`src/rtl/exec_sequencer.sv`:
```
// exec_sequencer
// Multi-cycle fetch / decode / operand-read / execute sequencer for the
// register-register ALU unit. Owns the program counter and the retired count.
//
// Build option: define SEQ_ILLEGAL_TRAP_EN to stop the core in a TRAP state
// on an unknown major opcode (sticky illegal + halt). Without it, unknown
// opcodes retire as NOPs and illegal is tied low.
module exec_sequencer #(
  parameter logic [31:0] RESET_PC = 32'h0000_0000,
  localparam int XLEN = 32
) (
  input  logic            clk,
  input  logic            rst,
  output logic            imem_req,
  output logic [XLEN-1:0] imem_addr,
  input  logic            imem_ack,
  input  logic [XLEN-1:0] imem_rdata,
  output logic [XLEN-1:0] instruction,
  output logic            alu_reg_enable_n,
  output logic            rf_we,
  output logic            halt,
  output logic            illegal,
  output logic [XLEN-1:0] retired
);

  localparam logic [6:0] OPC_OP     = 7'b0110011;
  localparam logic [6:0] OPC_SYSTEM = 7'b1110011;
  localparam logic [XLEN-1:0] PC_STEP = 32'd4;

`ifdef SEQ_ILLEGAL_TRAP_EN
  typedef enum logic [2:0] {
    S_FETCH  = 3'd0,
    S_DECODE = 3'd1,
    S_READ   = 3'd2,
    S_EXEC   = 3'd3,
    S_HALT   = 3'd4,
    S_TRAP   = 3'd5
  } state_t;
`else
  typedef enum logic [2:0] {
    S_FETCH  = 3'd0,
    S_DECODE = 3'd1,
    S_READ   = 3'd2,
    S_EXEC   = 3'd3,
    S_HALT   = 3'd4
  } state_t;
`endif

  state_t          r_state;
  logic [XLEN-1:0] r_pc;
  logic [XLEN-1:0] r_ir;
  logic [XLEN-1:0] r_retired;
  // Output flags are registered alongside the state transition that
  // produces them, so each reflects the state being entered.
  logic            r_req;
  logic            r_en_n;
  logic            r_we;
  logic            r_halt;
`ifdef SEQ_ILLEGAL_TRAP_EN
  logic            r_illegal;
`endif

  logic [6:0]      w_opcode;

  assign w_opcode = r_ir[6:0];

  // Sequencer FSM: state, PC, IR, retired count and registered control flags.
  always_ff @(posedge clk) begin
    if (rst) begin
      r_state   <= S_FETCH;
      r_pc      <= RESET_PC;
      r_ir      <= '0;
      r_retired <= '0;
      r_req     <= 1'b1;
      r_en_n    <= 1'b1;
      r_we      <= 1'b0;
      r_halt    <= 1'b0;
`ifdef SEQ_ILLEGAL_TRAP_EN
      r_illegal <= 1'b0;
`endif
    end else begin
      case (r_state)
        S_FETCH: begin
          if (imem_ack) begin
            r_ir    <= imem_rdata;
            r_state <= S_DECODE;
            r_req   <= 1'b0;
          end
        end

        S_DECODE: begin
          if (w_opcode == OPC_OP) begin
            r_state <= S_READ;
            r_en_n  <= 1'b0;
          end else if (w_opcode == OPC_SYSTEM) begin
            r_state <= S_HALT;
            r_halt  <= 1'b1;
          end else begin
`ifdef SEQ_ILLEGAL_TRAP_EN
            // PC keeps the offending address for post-mortem inspection.
            r_state   <= S_TRAP;
            r_halt    <= 1'b1;
            r_illegal <= 1'b1;
`else
            // Unknown opcode retires as a NOP straight back to fetch.
            r_pc      <= r_pc + PC_STEP;
            r_retired <= r_retired + 1'b1;
            r_state   <= S_FETCH;
            r_req     <= 1'b1;
`endif
          end
        end

        S_READ: begin
          // ALU unit captured its register selects; next cycle writes back.
          r_state <= S_EXEC;
          r_we    <= 1'b1;
        end

        S_EXEC: begin
          r_pc      <= r_pc + PC_STEP;
          r_retired <= r_retired + 1'b1;
          r_state   <= S_FETCH;
          r_req     <= 1'b1;
          r_en_n    <= 1'b1;
          r_we      <= 1'b0;
        end

        S_HALT: begin
          r_state <= S_HALT;
        end

`ifdef SEQ_ILLEGAL_TRAP_EN
        S_TRAP: begin
          r_state <= S_TRAP;
        end
`endif

        default: begin
          r_state <= S_FETCH;
          r_req   <= 1'b1;
          r_en_n  <= 1'b1;
          r_we    <= 1'b0;
        end
      endcase
    end
  end

  // Strobes are qualified by rst: no request in a reset cycle, and a write
  // caught mid-EXEC by reset is dropped.
  assign imem_req         = r_req & ~rst;
  assign alu_reg_enable_n = r_en_n | rst;
  assign rf_we            = r_we & ~rst;

  assign imem_addr   = r_pc;
  assign instruction = r_ir;
  assign retired     = r_retired;
  assign halt        = r_halt;
`ifdef SEQ_ILLEGAL_TRAP_EN
  assign illegal     = r_illegal;
`else
  assign illegal     = 1'b0;
`endif

endmodule

```
`config.mk`:
```
export PLATFORM = sky130hd
export DESIGN_NAME = exec_sequencer
export DESIGN_NICKNAME = d
export VERILOG_FILES = /design/src/rtl/exec_sequencer.sv
export SDC_FILE = /design/constraint.sdc
export NUM_CORES = 1
export LEC_CHECK = 0
export ABC_AREA = 1
export CORE_ASPECT_RATIO = 2
export CORE_MARGIN = 4
export CORE_UTILIZATION = 46
export CTS_BUF_LIST = sky130_fd_sc_hd__clkbuf_4
export DETAILED_ROUTE_END_ITERATION = 10
export PLACE_DENSITY = 0.76
export SETUP_SLACK_MARGIN = 0.15
export SLEW_MARGIN = 20
export SYNTH_ARGS = -nofsm -noshare
export SYNTH_HDL_FRONTEND = slang
export SYNTH_SLANG_ARGS = --single-unit
export TNS_END_PERCENT = 1
```
`constraint.sdc`:
```
create_clock -name clk -period 2.6 [get_ports clk]
set_clock_uncertainty 0.2 [all_clocks]
set_input_delay 0.78 -clock clk [delete_from_list [all_inputs] [get_ports clk]]
set_output_delay 0.78 -clock clk [all_outputs]
set_load 0.02 [all_outputs]
```
==> flow_summary.yaml <==
status:
  status: "completed"
synthesis:
  synth-seq-cells: 101
  netlist_instances: 846
  synth_flop_cell: "dfxtp_1"
  synth_edf_count: 0
  netlist.area_leader.share_pct: 38.5
  synth_seq_area_share_pct: 38.5
  ys_async_sr_fraction_pct: 0
  yosys-top-cells-area: "dfxtp_1, nand2_1, nor2_1"
  synth.distinct_cells: 22
  synth_most_common_cell: "nand2_1"
  ys.warnings.count: 0
  syn-cell-area_um2: 5260
  syn_area_per_cell_um2: 6.21
  synth_top_area_cell: "dfxtp_1"
  yosys-top-cells-count: "nand2_1, nor2_1, dfxtp_1"
global_route:
  grt_pass1_vias: 5250
  antenna_found_initial: 1
  grt_max_degree: 93
  grt_usage_pct: 21.6
  grt_pass1_wl_um: 24100
  grt.overflow.total: 0
worst_setup_path:
  r2r-end: "retired[28]$_SDFFE_PP0P_"
  critPathSlowestCell: "clkdlybuf4s50_1"
  path_class: "reg -> out"
  crit_chain: "clkdlybuf4s50_1"
  crit_buf_inv: 1
  worstSetupStartpointType: "flop"
  cp-startpoint: "instruction[14]$_SDFFE_PP0P_"
  cp.arrival_ns: 1.43
  worst_path_largest_cell_delay_ns: 0.62
  r2r_start: "retired[0]$_SDFFE_PP0P_"
  crit_family: "buffers and inverters"
  r2r_cells: 8
  ff2ff_setup_slack_ns: 0.48
  endpoint_kind: "primary output"
  crit_fanout: 2
  required_ns: 1.62
timing:
  max_freq_mhz: 415
  slew_headroom_pct: 61.6
  worstMarginPinSlew_ns: 0.576
  hold_violations: 0
  fin_crit_sh_pct: 92.7
  slew_viol_final: 0
  fin_setup_tns_ns: 0
  rsz0062_at_grt: "yes"
  setup_viol: 0
  fin_crit_ns: 2.41
  hold_slack_ns: 0.255
  fin_ws_ns: 0.189
pwr:
  comb_power_share_pct: 13.4
  finalPower_mw: 2.74
  p_int_mw: 1.95
  seq_power_share_pct: 59.0
  leakage_nw: 2.82
  clockPowerShare_pct: 27.6
  power.density_nw_per_um2: 410
  vdd.ir_drop.worst_mv: 0.366
  swShare_pct: 28.8
  switchingPower_mw: 0.789
die:
  start_util_pct: 46.6
  die_x_um: 83.6
  core_um2: 11300
  io_pins: 136
  dieArea_um2: 13300
  num_rows: 55
  die_y_um: 159
placed_design:
  pre_cts_ws_ns: -0.138
  numPortBuffers: 132
  placed_area_um2: 6660
  dp_hpwl_um: 10600
  place_congestion: 0.916
drt:
  ant_nets: 0
  routed_wl_um: 14100
  wl_met1_um: 5410
  wl_met2_um: 7680
  viasPerCell: 4.97
  drt_iter0_markers: 309
  post_drt_wl_per_cell_um: 12.7
  route.met3.wl_um: 693
  top_layer_used: "met4"
  drc: 0
  vias: 5539
  dr.pass1.iters: 5
clocking:
  clockBufferDepth: 2
  insertion_delay_ns: 0.46
  cts_tree: "done"
  ctsHtreeMaxLevel: 3
  cts_made_buffers: 9
  postCtsHoldBufs: 0
  numClockSinks: 101
  path_clk_slew_ns: 0.15
  clockRootBuffer: "clkbuf_4"
final_layout:
  area_growth_syn_to_layout_pct: 27.1
  drive_above_1_share_pct: 4.01
  design_area_um2: 6680
  nNetsFinal: 1004
  fill_cells: 1183
hold_path:
  min_from: "halt$_SDFFE_PP0P_"
  min_path_type: "reg -> reg"
  whs_endpoint: "halt$_SDFFE_PP0P_"
  whs_path_depth: 2
flow_run:
  maxCapViolCount: 0
sequential cells by signal, summed over array words and instances (netlist names):
| signal | cells |
|---|---|
| imem_addr | 30 |
| r_en_n | 1 |
| r_we | 1 |
| halt | 1 |
| r_req | 1 |
| r_state | 3 |
| retired | 32 |
| instruction | 32 |
logic make-up (layout without fill, tap and decap cells):
family,count (synthesis),count (layout),share of synthesized area (%)
buffers and inverters,113,237,9.61
adders and majority gates,2,2,0.476
other,1,4,0.0713
DFF,101,101,38.5
AOI/OAI and AO/OA,78,78,7.43
xor gates and xnor gates,12,12,2.00
and+or+nand+nor,539,539,42.0
power by group through the flow:
stage / sequential (mW) / combinational (mW) / clock (mW)
3_5_place_dp: 1.65 / 0.391 / 0
6_report: 1.62 / 0.366 / 0.755
4_1_cts: 1.62 / 0.372 / 0.793
2_1_floorplan: 1.69 / 0.184 / 0
5_1_grt: 1.62 / 0.403 / 0.849
3_3_place_gp: 1.65 / 0.390 / 0
through the flow:
stage          cells  utilization (%)
6_report        1115             59.2
5_1_grt         1115             59.2
4_1_cts         1114             59.1
3_5_place_dp    1098             59.0
3_3_place_gp    1098             59.0
2_1_floorplan    848                -
layout make-up:
| cell class | instances | area [µm²] | share of cell area, % |
|---|---|---|---|
| diodes | 1 | 2.50 | 0.0375 |
| clock buffers | 10 | 75.1 | 1.12 |
| clock inverters | 6 | 48.8 | 0.730 |
| inverters | 77 | 289 | 4.33 |
| multi-input cells | 634 | 2760 | 41.2 |
| flip-flops and latches | 101 | 2020 | 30.3 |
| well taps | 142 | 178 | 2.66 |
| repair buffers | 144 | 1310 | 19.6 |
routing by layer:
| layer | track usage [%] | vias up |
|---|---|---|
| li1 | - | 2889 |
| met1 | 22.5 | 2500 |
| met3 | 4.56 | 28 |
| met5 | 0 | - |
| met2 | 40.9 | 122 |
| met4 | 8.57 | 0 |
worst max-delay path by stage:
stage                       end  slack [ns]  cells past startpoint
4_1_cts         instruction[14]        0.15                      1
3_3_place_gp   alu_reg_enable_n       -0.13                      3
3_5_place_dp   alu_reg_enable_n       -0.14                      3
6_report        instruction[14]        0.19                      1
5_1_grt          instruction[2]        0.13                      1
2_1_floorplan          imem_req        0.15                      4
cells in the final DEF, fill, tap and decap left out, types with 4 or more instances in the layout:
cell type / count
nand4_1: 12
clkdlybuf4s50_1: 42
nand3_1: 79
nand3b_1: 7
xnor2_1: 8
o21ai_0: 24
a21oi_1: 54
nand2_1: 280
dlygate4sd2_1: 87
clkbuf_4: 10
xor2_1: 4
inv_1: 76
buf_4: 11
dfxtp_1: 99
nor2_1: 140
nor3_1: 14
timing repair:
item                                   4_1_cts  5_1_grt
pin swaps                                    0        0
resized for setup                           93        1
setup endpoints to repair                   88       11
cloned                                       0        0
buffers inserted                             0        0
endpoints found under the hold margin        0        0
No activity file was read; power rests on OpenSTA's default activity.
